$ cat src/rtl/ram_block_copy.sv
// Block copy engine over a synchronous-read RAM: streams LEN words from src to dst,
// applying copy/add/fill/invert, one word per cycle with an RD_LAT-deep read tracking pipeline.
module ram_block_copy #(
    parameter int DW     = 32,
    parameter int AW     = 32,
    parameter int LEN_W  = 16,
    parameter int RD_LAT = 1
) (
    input  logic             clk,
    input  logic             rst,
    input  logic             start,
    output logic             ready,
    output logic             done,
    input  logic [1:0]       mode,
    input  logic [AW-1:0]    src_addr,
    input  logic [AW-1:0]    dst_addr,
    input  logic [LEN_W-1:0] len,
    input  logic [DW-1:0]    operand,
    output logic [AW-1:0]    ram_raddr_0,
    input  logic [DW-1:0]    ram_rdata_0,
    output logic [AW-1:0]    ram_waddr_0,
    output logic             ram_wen_0,
    output logic [DW-1:0]    ram_wdata_0,
    output logic [LEN_W-1:0] words_done
);

    localparam logic [1:0]       MODE_COPY = 2'b00;
    localparam logic [1:0]       MODE_ADD  = 2'b01;
    localparam logic [1:0]       MODE_FILL = 2'b10;
    localparam logic [1:0]       MODE_INV  = 2'b11;
    localparam logic [LEN_W-1:0] ONE       = LEN_W'(1);

    typedef enum logic [1:0] {S_IDLE, S_ISSUE, S_DRAIN} state_t;

    state_t            r_state;
    state_t            w_state_next;
    logic [AW-1:0]     r_src;
    logic [AW-1:0]     r_dst;
    logic [LEN_W-1:0]  r_len;
    logic [1:0]        r_mode;
    logic [DW-1:0]     r_operand;
    logic [LEN_W-1:0]  r_idx;
    logic              r_done;
    logic [LEN_W-1:0]  r_words_done;

    logic              w_accept;
    logic              w_fill;
    logic              w_issue;
    logic              w_complete;
    logic              w_tail_valid;
    logic [LEN_W-1:0]  w_tail_idx;
    logic [LEN_W-1:0]  w_widx;

    assign w_accept   = (r_state == S_IDLE) && start;
    assign w_fill     = (r_mode == MODE_FILL);
    assign w_issue    = (r_state == S_ISSUE) && !w_fill;
    assign ready      = (r_state == S_IDLE);
    assign done       = r_done;
    assign words_done = r_words_done;

    // Each stage carries a valid bit and the word index of one outstanding read.
    genvar gi;
    generate
        for (gi = 0; gi < RD_LAT; gi++) begin : g_stage
            logic             r_v;
            logic [LEN_W-1:0] r_i;
            logic             w_v_in;
            logic [LEN_W-1:0] w_i_in;
            if (gi == 0) begin : g_head
                assign w_v_in = w_issue;
                assign w_i_in = r_idx;
            end else begin : g_body
                assign w_v_in = g_stage[gi-1].r_v;
                assign w_i_in = g_stage[gi-1].r_i;
            end
            always_ff @(posedge clk) begin
                if (rst) begin
                    r_v <= 1'b0;
                    r_i <= '0;
                end else begin
                    r_v <= w_v_in;
                    r_i <= w_i_in;
                end
            end
        end
    endgenerate

    assign w_tail_valid = g_stage[RD_LAT-1].r_v;
    assign w_tail_idx   = g_stage[RD_LAT-1].r_i;

    always_comb begin
        w_state_next = r_state;
        w_complete   = 1'b0;
        case (r_state)
            S_IDLE: begin
                if (start && (len != '0)) w_state_next = S_ISSUE;
            end
            S_ISSUE: begin
                if (r_idx == r_len - ONE) begin
                    w_state_next = w_fill ? S_IDLE : S_DRAIN;
                    w_complete   = w_fill;
                end
            end
            S_DRAIN: begin
                if (w_tail_valid && (w_tail_idx == r_len - ONE)) begin
                    w_state_next = S_IDLE;
                    w_complete   = 1'b1;
                end
            end
            default: w_state_next = S_IDLE;
        endcase
    end

    // Writes come straight off the pipeline tail so rdata is consumed the cycle it arrives.
    always_comb begin
        ram_raddr_0 = '0;
        ram_wen_0   = 1'b0;
        ram_waddr_0 = '0;
        ram_wdata_0 = '0;
        w_widx      = w_fill ? r_idx : w_tail_idx;
        if (w_issue) ram_raddr_0 = r_src + AW'(r_idx);
        if (((r_state == S_ISSUE) && w_fill) || w_tail_valid) begin
            ram_wen_0   = 1'b1;
            ram_waddr_0 = r_dst + AW'(w_widx);
            case (r_mode)
                MODE_ADD:  ram_wdata_0 = ram_rdata_0 + r_operand;
                MODE_FILL: ram_wdata_0 = r_operand;
                MODE_INV:  ram_wdata_0 = ~ram_rdata_0;
                default:   ram_wdata_0 = ram_rdata_0;
            endcase
        end
    end

    always_ff @(posedge clk) begin
        if (rst) begin
            r_state      <= S_IDLE;
            r_src        <= '0;
            r_dst        <= '0;
            r_len        <= '0;
            r_mode       <= MODE_COPY;
            r_operand    <= '0;
            r_idx        <= '0;
            r_done       <= 1'b0;
            r_words_done <= '0;
        end else begin
            r_state <= w_state_next;
            if (w_accept) begin
                r_src        <= src_addr;
                r_dst        <= dst_addr;
                r_len        <= len;
                r_mode       <= mode;
                r_operand    <= operand;
                r_idx        <= '0;
                r_done       <= (len == '0);
                r_words_done <= '0;
            end else begin
                if (r_state == S_ISSUE) r_idx <= r_idx + ONE;
                if (ram_wen_0) r_words_done <= r_words_done + ONE;
                if (w_complete) r_done <= 1'b1;
            end
        end
    end

endmodule

$ cat config.mk
export PLATFORM = sky130hd
export DESIGN_NAME = ram_block_copy
export DESIGN_NICKNAME = d
export VERILOG_FILES = /design/src/rtl/ram_block_copy.sv
export SDC_FILE = /design/constraint.sdc
export NUM_CORES = 1
export LEC_CHECK = 0
export ABC_AREA = 1
export BUFFER_PORTS_ARGS = -buffer_cell sky130_fd_sc_hd__buf_2
export CORE_ASPECT_RATIO = 0.7
export CORE_UTILIZATION = 50
export DETAILED_ROUTE_END_ITERATION = 12
export PLACE_DENSITY = 0.81
export SLEW_MARGIN = 20
export SYNTH_ARGS = -nofsm -noshare
export SYNTH_HDL_FRONTEND = slang
export SYNTH_SLANG_ARGS = --single-unit
$ cat constraint.sdc
create_clock -name clk -period 4.2 [get_ports clk]
set_input_delay 0.42 -clock clk [delete_from_list [all_inputs] [get_ports clk]]
set_output_delay 0.42 -clock clk [all_outputs]
set_load 0.01 [all_outputs]
==> Yosys cells after proc, flatten, opt, wreduce, memory -nomap -nowiden <==
Index checks and enable logic that the tools add are counted.
{ "op_classes": {"mux": 16, "bitwise": 1, "addsub": 6, "n_reduce_logical": 13, "eq_ne": 10} }
{ "op_table": {"columns": ["cell", "count"], "rows": [
  ["$mux W32", 3],
  ["$pmux W32 S3", 1],
  ["$add A32 B16 Y32", 2],
  ["$add A16 B1 Y16 const B", 2],
  ["$add A32 B32 Y32", 1],
  ["$eq A16 B16 Y1", 2],
  ["$not A32 Y32", 1],
  ["$logic_not A16 Y1", 1],
  ["$mux W16", 1],
  ["$reduce_bool A16 Y1", 1],
  ["$sub A16 B1 Y16 const B", 1],
  ["$mux W2", 4],
  ["$eq A2 B2 Y1 const B", 3],
  ["$pmux W2 S3", 1],
  ["$logic_and A1 B1 Y1", 5],
  ["$mux W1", 5],
  ["$eq A2 B1 Y1 const B", 2],
  ["$ne A2 B2 Y1 const B", 2],
  ["$reduce_and A3 Y1", 1],
  ["$logic_not A2 Y1", 1],
  ["$ne A2 B1 Y1 const B", 1],
  ["$pmux W1 S2", 1],
  ["$reduce_bool A2 Y1", 1],
  ["$reduce_or A2 Y1", 1],
  ["2 further kinds", 2]
]} }
{ "word_totals": {"word_cells": 57, "inputBits": 149, "regBits": 166} }

==> Logic depth before layout (Yosys ltp) <==
{ "logic_depth": {"ltp_word": 7, "depth_mapped": 20, "depth_no_buf": 19} }

==> Worst setup path after synthesis <==
No wires, ideal clock.
{ "synth_timing": {"path_kind": "reg2out", "from": "register r_mode[0]", "to": "output port ram_waddr_0[26]", "path_buffers": 3, "setup_slack_ns": 0.791, "stages_incl_launch_ff": 18, "arrival_time_ns": 2.989, "path_cell_list": "dfxtp_1 -> buf_2 -> nor2_8 -> clkbuf_1 -> clkbuf_1 -> o21ai_0 -> ha_1 -> inv_1 -> fa_1 -> o21ai_1 -> a21oi_1 -> o21ai_2 -> nand3_1 -> nand2_2 -> nand3_1 -> nor2_1 -> o21ai_0 -> a21oi_1"} }
{ "synth_between": {"elab_chain_len": 4, "word_cells_on_any_way": 6, "cone_classes": "1 x add/sub; 1 x eq/ne; 2 x mux; 2 x reduce/logical"} }
{ "synth_lines": {"columns": ["element", "line_no", "text"], "rows": [
  ["start: declaration", "40", "logic [1:0] r_mode;"],
  ["start signal: assignment", "151", "r_mode <= mode;"],
  ["$eq A2 B2 Y1 *", "55", "assign w_fill = (r_mode == MODE_FILL);"],
  ["$mux W16 / $logic_and A1 B1 Y1 (equally long branches)", "120, 122", null],
  ["$add A32 B16 Y32 / $logic_or A1 B1 Y1 (equally long branches)", "124, 122", null],
  ["$mux W32 *", "122", "if (((r_state == S_ISSUE) && w_fill) || w_tail_valid) begin"],
  ["end: declaration", "21", "output logic [AW-1:0] ram_waddr_0,"]
]} }
Every way passes the cells marked *; elsewhere a longest branch is shown, timed or not.

==> Final worst setup path <==
{ "layout_timing": {"from": "register r_mode[1]", "to": "output port ram_waddr_0[30]"} }
The elaborated chain is that of the path after synthesis.

==> results.md <==
* Starting density of the core at 50.9%
* Die area at 0.0246 sq mm
* Hold Crit Class: input pin to register
* Post-synth top cells: nor2_1 (338), nand2_1 (327), o21ai_0 (314)
* Crit end category: output port
* Tmin final at 4.00 ns
* Post-route insts no fill at 2514
* Syn_area_per_cell at 6.17 sq um
* Fmax at 250 MHz
* Largest net degree at the start of global routing at 85
* Initial antenna violation count at 5
* Final nets at 2402
* Slew HR at 32.1%
* VDD IR max at 0.377 mV
* Total grt overflow at 0
* Filler cells at 2312
* Status: complete, no violations
* Final instance area at 0.0143 sq mm
* CP delay by family, top: simple AND/OR/NAND/NOR gates
* Max Fanout on Critical Path at 13
* Syn-to-layout area delta at 18.9%
* Post-synthesis async set-or-reset flop share at 0%
* CP required at 3.78 ns
* CTS tree: built
* Post-route ant nets at 0
* Ports at 264
* Setup_tns at 0 ns
* Post-synthesis net count at 2166
* Final worst path period share at 95.2%
* Via count at 14100
* TritonCTS buffer count at 17
* Clock Skew at 0.0108 ns
* GR Util All Layers at 33.4%
* Crit-path slowest cell: fa_1
* Main area contributors after synthesis: dfxtp_1 (28%), o21ai_0 (13%), nor2_1 (11%)
* Port buffer count at 263
* Post-detail-place hpwl at 32.8 mm
* First-pass GRT wire length at 65.7 mm
* Yosys cell types at 46
* Root Buffer: clkbuf_16
* Ys Warns at 0
* Critical path type: register to output port
* DR WL/cell at 16.9 um
* Htree depth at 4
* Horiz. Die Dim at 187 um
* Fraction of layout cells with a size suffix above 1 at 16.4%
* Worst path cell trace: inv_8 -> nor2_8 -> inv_2 -> o21ai_1 -> inv_1 -> fa_1 -> o21ai_2 -> a21oi_1 -> o21ai_2 -> nand3_1 -> nand2_4 -> nand3_2 -> nor2_4 -> nand2_1 -> o21ai_0 -> nor2_1 -> buf_2
* Worst Path Buf+Inv at 4
* Maxcap violations at 0
* Post-synth top area share at 27.7%
* Die Ht at 132 um
* Most frequent cell after synthesis: nor2_1
* Vias in the first global route at 12600
* Cells after synthesis at 1945
* Core area at 0.0236 sq mm
* DRT iter0 DRCs at 1335
* Netlist Area Pre-Place at 0.0120 sq mm
* WL final at 42.5 mm
* Sequential area share after synthesis at 27.7%
* Dpl cells at 2473
* Register Area at 0.00333 sq mm
* DP Area at 0.0136 sq mm
* Synth area leader: dfxtp_1
* CP startpoint kind: register
* Via density at 5.62
* Final core occ at 60.6%
* DR pass1 iterations at 5
* Yosys reg bits at 166
* Clock Pin Slew Worst Setup and Hold Paths at 0.08 ns
* Post-synth EDFFs at 0
* Worst-margin pin slew at 1.02 ns
* Max incr delay on CP at 0.46 ns
* Final setup viols at 0
* Hold_buf cts at 0
* Cell mode on critical path: o21ai_2
* Power density over the cells at 513 mW/mm^2
* Post-place setup slack at 0.221 ns
* Rows at 47
* Sink Count at 166
* Unrepaired setup endpoints after global routing: true
* Final worst slack at 0.203 ns
* Multi-input combinational cell area at 0.00785 sq mm
* PnR Total Power at 7.33 mW
* Hold_ws at 0.219 ns
* Final Slew Violations at 0
* Ys flop type: dfxtp_1
* Routability cong. at 0.990
* Clock Tree Buf Depth at 2
* DRC at 0
* P_leak at 6.48 nW
* Final Hold Fails at 0
* Clk_lat worst skew at 0.45 ns
* Arrival time worst endpoint at 3.58 ns
-- sequential cells by signal (all words and copies together), names as in the netlist --
register        cells
r_mode              2
r_len              16
r_operand          32
words_done         16
r_src              32
g_stage.w_i_in     16
r_dst              32
r_state             2
g_stage.r_v         1
done                1
g_stage.r_i        16
-- metal layers --
layer | share of wire [%] | track usage, % | wire, um
met2 | 41 | 48.3 | 17300
met3 | 11 | 8.15 | 4600
met4 | 1.5 | 8.20 | 618
met5 | 0.066 | 0 | 28
met1 | 47 | 49.1 | 20000
-- power breakdown --
group          internal, mW  total (mW)  switching [mW]
registers              1.92        2.26           0.343
logic                  1.14        3.50            2.36
clock network         0.802        1.58           0.774
total                  3.86        7.33            3.47
-- cell families after synthesis --
logic type      Yosys count  synth area share (%)
simple gates            872                  30.5
compound gates          570                  24.5
buf+inv                 233                  7.33
flops                   166                  27.7
fa+ha+maj                72                  7.69
xor+xnor                 32                  2.33
-- path summary, 6_finish.rpt --
path | start | to | slack (ns) | cells after the start
setup / recovery | r_mode[1] | ram_waddr_0[30] | 0.20 | 17
hold / removal | operand[5] | r_operand[5] | 0.22 | 3
setup reg to reg | r_state[1] | words_done[11] | 1.42 | 12
hold reg to reg | r_src[31] | r_src[31] | 0.48 | 2
-- layout by cell type, fill, tap and decap left out, types with 3 or more instances in the layout --
cell and n:
or2_2 12, nand4_1 24, buf_2 263, and3_1 5
nor3_1 33, buf_4 19, xor2_1 20, xnor2_1 12
nand2_1 325, nor2_1 335, inv_1 157, a31oi_1 10
nor4_1 11, a21o_1 8, o21ai_1 6, clkinvlp_4 3
fa_1 3, o21a_1 3, o21ai_0 312, ha_1 68
nor2_4 3, nand3_1 97, dfxtp_1 165, inv_6 3
nand3b_1 6, nor2_2 6, inv_8 5, clkbuf_16 17
nand2_2 3, nor3b_1 3, a21oi_1 215, a21boi_0 3
o21ai_2 4, inv_2 5, clkinv_4 3
-- area by class of cell --
cell class / instances / area share (%)
Inverter: 165 / 4.40
Multi-Input combinational cell: 1546 / 55.0
Tap cell: 318 / 2.79
Timing Repair Buffer: 284 / 10.4
Clock buffer: 18 / 3.08
Sequential cell: 166 / 23.3
Antenna cell: 2 / 0.0351
Clock inverter: 14 / 0.955
Timing Repair inverter: 1 / 0.0351
-- tightest hold or removal path, cell delays in order --
cell     delay, ns
buf_2         0.07
o21ai_0       0.07
nor2_1        0.07
-- what timing repair did --
| item | 4_1_cts | 5_1_grt |
|---|---|---|
| pin swaps | 1 | 5 |
| gates cloned | 0 | 1 |
| buffers inserted | 2 | 4 |
| resized for setup | 4 | 18 |
| endpoints found under the setup margin | 6 | 16 |
Power figures use the tool's default switching activity.
